`src/rtl/aes128_package.sv`:
```
// rtl/aes128_package.sv - shared types and helpers for the masked datapath blocks
package aes128_package;

    typedef enum logic [1:0] {
        ST_IDLE    = 2'd0,
        ST_REFRESH = 2'd1,
        ST_ACCUM   = 2'd2,
        ST_DONE    = 2'd3
    } unmask_state_t;

    localparam int MIN_SHARES = 2;
    localparam int MAX_SHARES = 5;

    // Fresh random words needed to build an n-share sharing of zero.
    function automatic int num_share_0(input int n);
        return n - 1;
    endfunction

endpackage

```
`src/rtl/register.sv`:
```
// rtl/register.sv - plain D register with asynchronous active-high clear
module register #(
    parameter int WIDTH = 1
) (
    input  logic             clk,
    input  logic             rst,
    input  logic [WIDTH-1:0] d,
    output logic [WIDTH-1:0] q
);

    always_ff @(posedge clk or posedge rst) begin
        if (rst) begin
            q <= '0;
        end else begin
            q <= d;
        end
    end

endmodule

```
`src/rtl/share_zero.sv`:
```
// rtl/share_zero.sv - registered Boolean sharing of zero built from fresh randomness
module share_zero
    import aes128_package::*;
#(
    parameter int NUM_SHARES = 2,
    parameter int BIT_WIDTH  = 2
) (
    input  logic                                                  clk,
    input  logic                                                  rst,
    input  logic [num_share_0(NUM_SHARES)-1:0][BIT_WIDTH-1:0]     random,
    output logic [NUM_SHARES-1:0][BIT_WIDTH-1:0]                  zero_q
);

    localparam int NUM_RAND = num_share_0(NUM_SHARES);

    logic [NUM_SHARES-1:0][BIT_WIDTH-1:0] zero_d;

    // Each random word appears twice (its own slot and the last slot), so the total XOR is zero.
    always_comb begin
        zero_d = '0;
        for (int i = 0; i < NUM_RAND; i++) begin
            zero_d[i]            = random[i];
            zero_d[NUM_SHARES-1] = zero_d[NUM_SHARES-1] ^ random[i];
        end
    end

    register #(.WIDTH(NUM_SHARES * BIT_WIDTH)) u_zero_reg (
        .clk (clk),
        .rst (rst),
        .d   (zero_d),
        .q   (zero_q)
    );

endmodule

```
`src/rtl/share_unmask.sv`:
```
// rtl/share_unmask.sv - recombines Boolean shares one per cycle; SHARE_UNMASK_REFRESH_EN adds a share refresh step
module share_unmask
    import aes128_package::*;
#(
    parameter int NUM_SHARES = 2,
    parameter int BIT_WIDTH  = 2
) (
    input  logic                                       in_clock,
    input  logic                                       in_reset,
    input  logic [NUM_SHARES-1:0][BIT_WIDTH-1:0]       in_shares,
    input  logic                                       in_valid,
    output logic                                       out_ready,
    output logic [BIT_WIDTH-1:0]                       out_value,
    output logic                                       out_valid,
    input  logic                                       in_ready
`ifdef SHARE_UNMASK_REFRESH_EN
    ,
    input  logic [num_share_0(NUM_SHARES)-1:0][BIT_WIDTH-1:0] in_random
`endif
);

    localparam int IDX_W = $clog2(NUM_SHARES);
    localparam logic [IDX_W-1:0] LAST_IDX = IDX_W'(NUM_SHARES - 1);

    generate
        if (NUM_SHARES < MIN_SHARES || NUM_SHARES > MAX_SHARES) begin : g_bad_shares
            $error("share_unmask: NUM_SHARES=%0d outside supported range 2..5", NUM_SHARES);
        end
    endgenerate

    logic [1:0]                           state_raw_q;
    unmask_state_t                        state_q, state_d;
    logic [IDX_W-1:0]                     idx_q, idx_d;
    logic [BIT_WIDTH-1:0]                 acc_q, acc_d;
    logic [NUM_SHARES-1:0][BIT_WIDTH-1:0] share_q, share_d;
    logic                                 out_valid_q, out_valid_d;
    logic [BIT_WIDTH-1:0]                 out_value_q, out_value_d;

    assign state_q = unmask_state_t'(state_raw_q);

`ifdef SHARE_UNMASK_REFRESH_EN
    logic [NUM_SHARES-1:0][BIT_WIDTH-1:0] zero_q;

    // Randomness is latched on the capture edge, so zero_q is ready in the REFRESH cycle.
    share_zero #(
        .NUM_SHARES (NUM_SHARES),
        .BIT_WIDTH  (BIT_WIDTH)
    ) u_share_zero (
        .clk    (in_clock),
        .rst    (in_reset),
        .random (in_random),
        .zero_q (zero_q)
    );
`endif

    always_comb begin
        state_d     = state_q;
        idx_d       = idx_q;
        acc_d       = acc_q;
        share_d     = share_q;
        out_valid_d = out_valid_q;
        out_value_d = out_value_q;
        case (state_q)
            ST_IDLE: begin
                if (in_valid) begin
                    share_d = in_shares;
                    acc_d   = '0;
                    idx_d   = '0;
`ifdef SHARE_UNMASK_REFRESH_EN
                    state_d = ST_REFRESH;
`else
                    state_d = ST_ACCUM;
`endif
                end
            end
`ifdef SHARE_UNMASK_REFRESH_EN
            ST_REFRESH: begin
                for (int i = 0; i < NUM_SHARES; i++) begin
                    share_d[i] = share_q[i] ^ zero_q[i];
                end
                state_d = ST_ACCUM;
            end
`endif
            ST_ACCUM: begin
                acc_d = acc_q ^ share_q[idx_q];
                if (idx_q == LAST_IDX) begin
                    idx_d       = '0;
                    state_d     = ST_DONE;
                    out_valid_d = 1'b1;
                    out_value_d = acc_d;
                end else begin
                    idx_d = idx_q + 1'b1;
                end
            end
            ST_DONE: begin
                if (in_ready) begin
                    state_d     = ST_IDLE;
                    share_d     = '0;
                    acc_d       = '0;
                    out_valid_d = 1'b0;
                    out_value_d = '0;
                end
            end
            default: begin
                state_d = ST_IDLE;
            end
        endcase
    end

    register #(.WIDTH(2)) u_state_reg (
        .clk (in_clock), .rst (in_reset), .d (state_d), .q (state_raw_q)
    );
    register #(.WIDTH(IDX_W)) u_idx_reg (
        .clk (in_clock), .rst (in_reset), .d (idx_d), .q (idx_q)
    );
    register #(.WIDTH(BIT_WIDTH)) u_acc_reg (
        .clk (in_clock), .rst (in_reset), .d (acc_d), .q (acc_q)
    );
    register #(.WIDTH(NUM_SHARES * BIT_WIDTH)) u_share_reg (
        .clk (in_clock), .rst (in_reset), .d (share_d), .q (share_q)
    );
    register #(.WIDTH(1)) u_out_valid_reg (
        .clk (in_clock), .rst (in_reset), .d (out_valid_d), .q (out_valid_q)
    );
    register #(.WIDTH(BIT_WIDTH)) u_out_value_reg (
        .clk (in_clock), .rst (in_reset), .d (out_value_d), .q (out_value_q)
    );

    assign out_ready = (state_q == ST_IDLE) && !in_reset;
    assign out_valid = out_valid_q;
    assign out_value = out_value_q;

endmodule

```
`config.mk`:
```
export PLATFORM = sky130hd
export DESIGN_NAME = share_unmask
export DESIGN_NICKNAME = d
export VERILOG_FILES = /design/src/rtl/aes128_package.sv /design/src/rtl/register.sv /design/src/rtl/share_zero.sv /design/src/rtl/share_unmask.sv
export SDC_FILE = /design/constraint.sdc
export NUM_CORES = 1
export LEC_CHECK = 0
export ABC_CLOCK_PERIOD_IN_PS = 2300
export CAP_MARGIN = 25
export CORE_AREA = 3 3 40 42
export DETAILED_ROUTE_END_ITERATION = 8
export DIE_AREA = 0 0 43 45
export PLACE_DENSITY_LB_ADDON = 0.2
export SLEW_MARGIN = 10
export SYNTH_ARGS = -nofsm -noshare
export SYNTH_HDL_FRONTEND = slang
export SYNTH_SLANG_ARGS = --single-unit
```
`constraint.sdc`:
```
create_clock -name in_clock -period 2.3 [get_ports in_clock]
set_input_delay 0.23 -clock in_clock [delete_from_list [all_inputs] [get_ports in_clock]]
set_output_delay 0.23 -clock in_clock [all_outputs]
set_load 0.05 [all_outputs]
```
[Word-level counts from Yosys, hierarchy flattened]
Index checks and enable logic that the tools add are counted.
W data, S select, Z words.
Cells by class
  reductions and logical operators: 12
  $lt $le $gt $ge: 1
  equality and inequality tests: 5
  add/sub/neg operators: 1
  bitwise gates (word level): 1
  muxes and demuxes: 19
Operators by type and width (count)
  $mux W2: 7
  $pmux W2 S3: 2
  $reduce_and A3 Y1: 4
  $mux W4: 2
  $pmux W4 S2: 1
  $reduce_bool A2 Y1: 3
  $eq A2 B2 Y1 const B: 2
  $mux W1: 4
  $ne A2 B2 Y1 const B: 2
  $pmux W1 S2: 2
  $pmux W2 S2: 1
  $reduce_bool A3 Y1: 1
  $logic_not A2 Y1: 1
  $lt A1 B2 Y1 const B: 1
  $ne A2 B1 Y1 const B: 1
  $reduce_and A2 Y1: 1
  $xor A2 B2 Y2: 1
  $add A1 B1 Y1 const B: 1
  $logic_and A1 B1 Y1: 1
  $logic_not A1 Y1: 1
Storage, ports and cells
  word-level logic and storage cells: 45
  register bits: 12
  input bits: 8
  output and inout bits: 4

[Longest topological paths before layout]
  depth in word-level cells: 5
  gate-level depth with buffers: 4
  gate-level depth less buffers: 3

[Modules after synthesis]
Synthesis repeated with hierarchy kept, for this count alone.
Unflattened totals
  cells, all modules: 70
  area total of the unflattened synthesis: 693.2 um2
Modules (own cells, without submodules)
  share_unmask: seq. area each 0.0 um2, cells each 52, times used 1, area each 370.4 um2
  register at u_acc_reg ...: seq. area each 50.0 um2, cells each 3, times used 3, area each 53.8 um2
  register at u_share_reg: seq. area each 100.1 um2, cells each 5, times used 1, area each 103.8 um2
  register at u_idx_reg ...: seq. area each 25.0 um2, cells each 2, times used 2, area each 28.8 um2

[Worst setup path before layout]
OpenSTA, ideal clock, no wires.
  path kind: flip-flop to output port
  from: register u_state_reg.q[0]
  to: output out_ready
  slack: 0.402 ns
  stages on the path, launching flop included: 3
  data arrival time: 1.668 ns
  path through: dfrtp_1 > buf_6 > nor3_1
Between the ends
  word-level cells in the longest chain between the ends: 2
RTL lines
  start: declaration: RTL line register.sv:8  | output logic [WIDTH-1:0] q
  start signal: assignment: RTL line register.sv:13  | q <= '0;
  start signal: assignment: RTL line register.sv:15  | q <= d;
  $logic_not A2 Y1: RTL line share_unmask.sv:129  | assign out_ready = (state_q == ST_IDLE) && !in_reset;
  $logic_and A1 B1 Y1: RTL line share_unmask.sv:129
  end: declaration: RTL line share_unmask.sv:12  | output logic out_ready,
Every way passes these cells.

[Worst setup path after layout]
  from: register u_state_reg.q[1]
  to: output out_ready
The elaborated chain is that of the path after synthesis.

==> impl_metrics.csv <==
group,metric,value,unit
timing,maxSlewViolCount,0,
detailed_routing,dr.pass1.iters,4,
critical_path,reg2regPathDepth,4,
floorplanning,core-area,1280,µm²
logic_synthesis,synth_fp_nets,68,
critical_path,rr_startpoint,"u_state_reg.q[0]",
logic_synthesis,syn-instance-count,60,
logic_synthesis,synth_top_family_by_area,"compound AO/OA/AOI/OAI gates",
placement,portBuffers,11,
clocking,cts_hold_buf,0,
floorplanning,num_rows,13,
detailed_routing,initialDrtViolationCount,2,
timing,worst_pin_slew,498,ps
timing,slew_headroom,0.667,
clocking,ctsHtreeMaxLevel,1,
critical_path,crit_fanout,11,
logic_synthesis,synth_compound_area_frac,0.218,
logic_synthesis,ys_seq_elements,12,
layout,fin_nets,82,
global_routing,antenna_found_initial,0,
detailed_routing,drc,0,
critical_path,cp.required,2070,ps
timing,setup_tns,0,ps
clocking,cts_made_buffers,3,
logic_synthesis,synth_area_per_cell,10.2,µm²
floorplanning,io-pin-count,12,
critical_path,startpoint,"u_state_reg.q[1]",
hold_path,hp-class,"in2async",
timing,finClkSkew,9.85,ps
critical_path,startpoint_type,"flip-flop",
pwr,p_total,1.00,mW
floorplanning,die_w,43,µm
detailed_routing,drt-wirelength-per-cell,14.1,µm
clocking,path_clk_slew,80,ps
detailed_routing,routed_via_density,5.52,
logic_synthesis,synthXorXnorAreaFrac,0.0429,
placement,dp_cells,84,
timing,min_period,2050,ps
global_routing,overflow,0,
layout,layout_common_cells,"dfrtp_1 (12), clkdlybuf4s50_1 (11), nand2_1 (6)",
detailed_routing,ant_nets,0,
timing,finalCritPeriodShare,0.892,
global_routing,grt_pass1_vias,443,
layout,num_antenna_cells,0,
global_routing,grt_max_degree,17,
clocking,cts_num_sinks,12,
logic_synthesis,synth_mux_area_frac,0.0327,
logic_synthesis,seq_area_frac_synth,0.490,
critical_path,worstSetupPathType,"reg2out",
timing,fmax,487,MHz
layout,fin_util,0.577,
run,maxCapViolations,0,
pwr,peakVddDrop,0.678,mV
placement,dp_hpwl,866,µm
clocking,cts_resized,0,
pwr,power_leakage,0.322,nW
timing,setup-violations-final,0,
clocking,clock-root-buffer,"clkbuf_4",
logic_synthesis,yosysWarnings,0,
global_routing,track_usage,0.141,
floorplanning,die-area,1940,µm²
pwr,powerDensity,1350,nW/µm²
layout,final_common_cell,"dfrtp_1",
critical_path,cp-end-kind,"primary output",
critical_path,critPathArrivalTime,1820,ps
logic_synthesis,synth_fa_ha_area_frac,0,
logic_synthesis,synthSimpleGateAreaFrac,0.155,
clocking,cts_setup_buffers,0,
placement,pre_cts_slack,451,ps
layout,instances_no_fill,87,
clocking,cts_buffer_depth,2,
layout,layout-drive-gt1-share,0.0833,
outcome,status,"completed",
clocking,cts_tree,"done",
logic_synthesis,syn_area,613,µm²
detailed_routing,routed_wl,1.23,mm
timing,rsz0062_at_grt,"false",
placement,place_congestion,0.709,
global_routing,grt_pass1_wl,1.91,mm
layout,area_growth,21.0,%
floorplanning,start_util,0.477,
floorplanning,die-height,45,µm
timing,final.setup.worst_slack,248,ps
logic_synthesis,synth_cell_types,23,
detailed_routing,vias,480,
clocking,clock_latency,280,ps
timing,hold_viol,0,
==> synth_stat cells, drive strengths merged <==
library cell | count | share of area
nor3 | 1 | 0.0082
nand2b | 2 | 0.020
nand3 | 1 | 0.0082
a21boi | 2 | 0.024
or3b | 1 | 0.018
inv | 2 | 0.012
or3 | 1 | 0.010
o211ai | 2 | 0.024
dfrtp | 12 | 0.49
and2b | 1 | 0.014
a211oi | 1 | 0.012
buf | 3 | 0.049
xor2 | 3 | 0.043
o21ai | 4 | 0.033
nor3b | 1 | 0.012
a21oi | 5 | 0.041
nand4b | 1 | 0.014
o22ai | 5 | 0.051
nor2 | 2 | 0.012
nand2 | 6 | 0.037
mux2i | 2 | 0.033
a221o | 2 | 0.033
==> kinds of logic after synthesis <==
group	after synthesis
compound gates	21
simple gates	17
mux	2
xor+xnor	3
flops	12
buf+inv	5
==> state kept, by name, indices dropped and copies added (netlist names) <==
name and flops:
u_out_value_reg.q 2, u_acc_reg.q 2, u_share_reg.q 4, u_idx_reg.q 1
u_out_valid_reg.q 1, u_state_reg.q 2
==> worst paths after layout <==
check	to	slack (ps)
worst max-delay path	out_ready	250
worst min-delay path	u_state_reg.q[1]	280
worst max register to register	u_share_reg.q[0]	1000
worst min register to register	u_out_valid_reg.q	540
max in group asynchronous	u_out_value_reg.q[0]	1690
min in group in_clock	u_out_valid_reg.q	540
==> worst max-delay path, stage by stage (launching register included) <==
cell and delay, ps:
dfrtp_1 500, nor3_1 210, clkdlybuf4s50_1 830
==> per-layer routing <==
layer | wire length, µm | part of all wire | GRT usage
met1 | 601 | 0.49 | 0.173
met4 | 40 | 0.032 | 0.127
met2 | 530 | 0.43 | 0.213
met3 | 59 | 0.048 | 0.0239
met5 | 0 | 0 | 0
==> report_power, final <==
part	internal (mW)	switching (mW)
logic	0.204	0.263
clock network	0.0608	0.0734
registers	0.298	0.101
total	0.563	0.437
==> per-stage QoR <==
stage / area, µm² / hold slack, ps
2_1_floorplan: 613 / 94.7
3_3_place_gp: 719 / 511
3_5_place_dp: 719 / 515
4_1_cts: 742 / 306
5_1_grt: 742 / 335
6_report: 742 / 284
==> final cells by class <==
| type | count | area, µm² |
|---|---|---|
| flip-flops and latches | 12 | 300 |
| well taps | 15 | 18.8 |
| inverters | 2 | 7.51 |
| fillers | 112 | 543 |
| multi-input cells | 43 | 275 |
| repair buffers | 12 | 118 |
| clock buffers | 3 | 22.5 |
(Power assumes the default switching activity.)
